### config.mk
export PLATFORM = sky130hd
export DESIGN_NAME = pipe_hazard_ctrl
export DESIGN_NICKNAME = d
export VERILOG_FILES = /design/src/rtl/pipe_hazard_ctrl.sv
export SDC_FILE = /design/constraint.sdc
export NUM_CORES = 1
export LEC_CHECK = 0
export BUFFER_PORTS_ARGS = -buffer_cell sky130_fd_sc_hd__buf_2
export CAP_MARGIN = 20
export CORE_ASPECT_RATIO = 1.5
export CORE_MARGIN = 2
export CORE_UTILIZATION = 25
export CTS_CLUSTER_SIZE = 12
export DETAILED_ROUTE_END_ITERATION = 8
export GPL_ROUTABILITY_DRIVEN = 0
export MAX_ROUTING_LAYER = met4
export PLACE_DENSITY_LB_ADDON = 0.08
export SLEW_MARGIN = 25
export SYNTH_ARGS = -nofsm -noshare
export SYNTH_HDL_FRONTEND = slang
export SYNTH_SLANG_ARGS = --single-unit
### constraint.sdc
create_clock -name clk -period 2.8 [get_ports clk]
set_input_delay 0.42 -clock clk [delete_from_list [all_inputs] [get_ports clk]]
set_output_delay 0.42 -clock clk [all_outputs]
set_load 0.01 [all_outputs]
### src/rtl/pipe_hazard_ctrl.sv
// Central pipeline hazard controller: stall/flush generation for PC, IF/ID, ID/EX and EX/LS.
// Define PIPE_CTRL_PERF_EN to build the stall/flush performance counters.
module pipe_hazard_ctrl #(
   parameter int unsigned REDIRECT_BUBBLES = 1,
   parameter int unsigned MDU_MAX_CYCLES   = 64
) (
   input  logic        clk,
   input  logic        rst,
   input  logic [4:0]  id_rs1_addr,
   input  logic [4:0]  id_rs2_addr,
   input  logic        id_rs1_use,
   input  logic        id_rs2_use,
   input  logic [4:0]  ex_rd_addr,
   input  logic        ex_rd_ena,
   input  logic        ex_load_flag,
   input  logic        ex_redirect,
   input  logic        ex_mdu_start,
   input  logic        mdu_done,
   input  logic        ls_req,
   input  logic        ls_ack,
   input  logic        trap_flush,
   output logic        pc_hold,
   output logic        ifid_stall,
   output logic        ifid_flush,
   output logic        idex_stall,
   output logic        idex_flush,
   output logic        exls_stall,
   output logic        exls_flush,
   output logic [1:0]  ctrl_state,
   output logic        mdu_err,
   output logic [31:0] perf_stall_cnt,
   output logic [31:0] perf_flush_cnt
);

   localparam int unsigned MduCntW = $clog2(MDU_MAX_CYCLES + 1);
   localparam logic [MduCntW-1:0] MduMax  = MduCntW'(MDU_MAX_CYCLES);
   localparam logic [MduCntW-1:0] MduLast = MduCntW'(MDU_MAX_CYCLES - 1);
   localparam logic [1:0] RedirLoad = 2'(REDIRECT_BUBBLES - 1);

   typedef enum logic [1:0] {
      StRun     = 2'd0,
      StMduWait = 2'd1,
      StLsuWait = 2'd2,
      StRedir   = 2'd3
   } state_e;

   state_e             state_q, state_d;
   logic [1:0]         redir_cnt_q, redir_cnt_d;
   logic [MduCntW-1:0] mdu_cnt_q, mdu_cnt_d;
   logic               mdu_pend_q, mdu_pend_d;
   logic               mdu_err_q, mdu_err_d;
   logic               ls_wait;
   logic               load_use;

   assign ls_wait  = ls_req & ~ls_ack;
   assign load_use = ex_load_flag & ex_rd_ena & (ex_rd_addr != 5'd0) &
                     ((id_rs1_use & (id_rs1_addr == ex_rd_addr)) |
                      (id_rs2_use & (id_rs2_addr == ex_rd_addr)));

   always_ff @(posedge clk) begin
      if (!rst) begin
         state_q     <= StRun;
         redir_cnt_q <= '0;
         mdu_cnt_q   <= '0;
         mdu_pend_q  <= 1'b0;
         mdu_err_q   <= 1'b0;
      end else begin
         state_q     <= state_d;
         redir_cnt_q <= redir_cnt_d;
         mdu_cnt_q   <= mdu_cnt_d;
         mdu_pend_q  <= mdu_pend_d;
         mdu_err_q   <= mdu_err_d;
      end
   end

   always_comb begin
      state_d     = state_q;
      redir_cnt_d = redir_cnt_q;
      mdu_cnt_d   = mdu_cnt_q;
      mdu_pend_d  = mdu_pend_q;
      mdu_err_d   = mdu_err_q;
      if (trap_flush) begin
         state_d     = StRun;
         redir_cnt_d = '0;
         mdu_cnt_d   = '0;
         mdu_pend_d  = 1'b0;
      end else begin
         unique case (state_q)
            StRun, StRedir: begin
               if (ls_wait) begin
                  state_d    = StLsuWait;
                  mdu_pend_d = 1'b0;
               end else if ((state_q == StRun) && ex_mdu_start && !ex_redirect) begin
                  state_d   = StMduWait;
                  mdu_cnt_d = '0;
               end else if (ex_redirect) begin
                  redir_cnt_d = RedirLoad;
                  state_d     = (REDIRECT_BUBBLES > 1) ? StRedir : StRun;
               end else if (state_q == StRedir) begin
                  if (redir_cnt_q <= 2'd1) begin
                     redir_cnt_d = '0;
                     state_d     = StRun;
                  end else begin
                     redir_cnt_d = redir_cnt_q - 2'd1;
                  end
               end
            end
            StMduWait: begin
               // A memory wait preempts the MDU; remember whether the MDU still owes a result.
               if (ls_wait) begin
                  state_d    = StLsuWait;
                  mdu_pend_d = ~mdu_done;
               end else if (mdu_done) begin
                  state_d = StRun;
               end else begin
                  if (mdu_cnt_q != MduMax) mdu_cnt_d = mdu_cnt_q + 1'b1;
                  if (mdu_cnt_q >= MduLast) mdu_err_d = 1'b1;
               end
            end
            StLsuWait: begin
               if (ls_ack) begin
                  state_d    = (mdu_pend_q && !mdu_done) ? StMduWait : StRun;
                  mdu_pend_d = 1'b0;
               end else if (mdu_done) begin
                  mdu_pend_d = 1'b0;
               end
            end
            default: state_d = StRun;
         endcase
      end
   end

   always_comb begin
      pc_hold    = 1'b0;
      ifid_stall = 1'b0;
      ifid_flush = 1'b0;
      idex_stall = 1'b0;
      idex_flush = 1'b0;
      exls_stall = 1'b0;
      exls_flush = 1'b0;
      if (rst) begin
         if (trap_flush) begin
            ifid_flush = 1'b1;
            idex_flush = 1'b1;
            exls_flush = 1'b1;
         end else if ((state_q != StMduWait && state_q != StLsuWait && ls_wait) ||
                      (state_q == StMduWait && ls_wait) ||
                      (state_q == StLsuWait && !ls_ack)) begin
            pc_hold    = 1'b1;
            ifid_stall = 1'b1;
            idex_stall = 1'b1;
            exls_stall = 1'b1;
         end else begin
            unique case (state_q)
               StRun: begin
                  if (ex_mdu_start && !ex_redirect) begin
                     pc_hold    = 1'b1;
                     ifid_stall = 1'b1;
                     idex_stall = 1'b1;
                     exls_flush = 1'b1;
                  end else if (ex_redirect) begin
                     ifid_flush = 1'b1;
                     idex_flush = 1'b1;
                  end else if (load_use) begin
                     pc_hold    = 1'b1;
                     ifid_stall = 1'b1;
                     idex_flush = 1'b1;
                  end
               end
               StRedir: begin
                  ifid_flush = 1'b1;
                  idex_flush = ex_redirect;
               end
               StMduWait: begin
                  if (!mdu_done) begin
                     pc_hold    = 1'b1;
                     ifid_stall = 1'b1;
                     idex_stall = 1'b1;
                     exls_flush = 1'b1;
                  end
               end
               StLsuWait: ;
               default: ;
            endcase
         end
      end
   end

   assign ctrl_state = state_q;
   assign mdu_err    = mdu_err_q;

`ifdef PIPE_CTRL_PERF_EN
   logic [31:0] perf_stall_q;
   logic [31:0] perf_flush_q;

   always_ff @(posedge clk) begin
      if (!rst) begin
         perf_stall_q <= '0;
         perf_flush_q <= '0;
      end else begin
         if (pc_hold) perf_stall_q <= perf_stall_q + 32'd1;
         if (ifid_flush | idex_flush | exls_flush) perf_flush_q <= perf_flush_q + 32'd1;
      end
   end

   assign perf_stall_cnt = perf_stall_q;
   assign perf_flush_cnt = perf_flush_q;
`else
   assign perf_stall_cnt = '0;
   assign perf_flush_cnt = '0;
`endif

endmodule

==> metrics.cfg <==
[status]
status=finished, final reports clean

[placement]
portBuffers=36
placed_cell_area_um2=1640
dp_hpwl_um=3160

[global_routing]
overflow=0
grt_pass1_wl_um=5790
grt_use_total_pct=10.5
grt_pass1_vias=1208
grt_max_degree=14
antenna_found_initial=0

[die]
core_area_um2=6220
die_h_um=102
ioPinCount=101
placement_rows=35
die-area_um2=7140
die_x_um=69.7
start_util_pct=26.0

[layout]
drive_gt1_share_pct=22.7
design_area_um2=1690
diodes=0
syn_to_final_growth_pct=4.33
fillers=708
final_util_pct=27.1
final_net_count=272

[critical_path]
crit_buf_inv=2
cp.arrival_ps=2060
cp_max_fo=5
critPathKind=flip-flop to output pin
cp_top_family=simple AND/OR/NAND/NOR gates
cp.required_ps=2380
critPathMaxStageDelay_ps=400
cp-end-kind=output pin
critPathLaunchType=flip-flop
crit_chain=inv_1 > ha_1 > or2b_2 > a21oi_1 > o21bai_1 > and2_1 > buf_2
crit_path_top_delay_cell=dfxtp_1

[clock_network]
cts.sinks=13
cts_tree=built
post_cts_buffers=0
cts_resized=0
cts_hold_buf=0
clkTransAtPathRegs_ps=60
cts_buffers=3
clock_latency_ps=240
htreeDepth=1
clock-root-buffer=clkbuf_8
clock_path_buffers=2

[detailed_routing]
drc=0
initialDrtViolationCount=19
wirelength_um=3730
first_pass_iters=4
wl_per_cell_um=11.9
vias_per_cell=4.14
ant_nets=0
vias=1292

[yosys]
ys_seq_area_share_pct=16.1
post_synth.cell_area_avg_um2=8.12
synthTopCellsByArea=buf_4 (30%), dfxtp_1 (16%), ha_1 (4.6%), xor2_1 (4.3%), a21oi_1 (3.4%)
synthTopCellsByCount=buf_4 (65), dfxtp_1 (13), a21oi_1 (11)
synth_cells=199
ys_ff_latch=13
yosysWarningCount=0
synth_edf_count=0
postSynth.asyncResetShare_pct=0
yosysTopAreaCell=buf_4
synth.most_common_cell=buf_4
synth_ff_type=dfxtp_1
synth_cell_types=47
synth.top_cell.area_share_pct=30.2
synth_area_um2=1620

[sta]
rsz0062_at_grt=no
final_max_slew_viol_count=0
period_needed_ps=2480
totalNegativeSetupSlack_ps=0
hold_viol_final=0
period_share_pct=88.5
slew_headroom_pct=64.2
tightestPinTransition_ps=535
whs_ps=475
skew_ps=3.20
setup_viol=0
max_freq_ghz=0.404

[power]
ir_worst_vdd_mv=0.122
p_per_area_nw_per_um2=309
power_leakage_uw=0.000775

[min_path]
hold_path.class=flip-flop to flip-flop

[flow_run]
drv_cap=0

-- flip-flops by register name, indices dropped and copies added (netlist names) --
signal       flops
mdu_cnt_q        7
ctrl_state       2
redir_cnt_q      2
mdu_pend_q       1
mdu_err          1
-- final cells by class --
class | instances | area, µm² | area share [%]
clock buffers | 4 | 45.0 | 2.67
well taps | 74 | 92.6 | 5.49
repair buffers | 41 | 218 | 12.9
flip-flops and latches | 13 | 260 | 15.4
multi-input cells | 171 | 1040 | 61.5
inverters | 9 | 33.8 | 2.00
-- final timing paths --
check                start            to  slack, ps  cells past startpoint
min reg2reg        mdu_err       mdu_err        480                      1
max          ctrl_state[1]    idex_stall        320                      7
max reg2reg  ctrl_state[0]  mdu_cnt_q[6]        770                      6
min                mdu_err       mdu_err        480                      1
-- power by group --
part	leakage [µW]	internal, µW	switching [µW]
Combinational	0.000647	54.7	103
Clock	0.0000228	101	74.1
Sequential	0.000105	186	2.12
-- through the flow --
step | instances | power, µW | worst slack [ps]
4_1_cts | 312 | 529 | 285
5_1_grt | 312 | 555 | 156
2_1_floorplan | 262 | 369 | 470
3_3_place_gp | 308 | 351 | 562
3_5_place_dp | 308 | 350 | 561
6_report | 312 | 521 | 322
-- layout by cell type (no fill, tap or decap), types with 3 or more instances in the layout --
cell type and instances:
o31ai_1 3, buf_4 5, nor2_1 5, xor2_1 8, clkbuf_8 3, o21ai_0 7
buf_2 36, or4_1 5, conb_1 64, nor3_1 4, ha_1 6, nand2b_1 3
nor4_1 5, o21a_1 4, nand2_1 7, dfxtp_1 13, nor2b_1 3, inv_1 9
a21oi_1 11
-- kinds of logic after synthesis --
kind of cell / Yosys count / share of synthesized area (%)
multiplexers: 4 / 2.63
AO/OA/AOI/OAI: 37 / 17.9
buffers and inverters: 78 / 34.4
AND/OR/NAND/NOR: 50 / 18.7
other: 1 / 0.232
XOR/XNOR: 10 / 5.42
flip-flops: 13 / 16.1
adder cells (fa/ha/maj): 6 / 4.64
-- routing by layer --
metal  global-route usage, %  wire (µm)  vias up
met5                       -          0        -
met4                    3.11         25        0
met3                    1.97        274        2
met2                    20.8       2090       58
li1                        -          -      640
met1                    10.3       1340      592
Power figures use the tool's default switching activity.
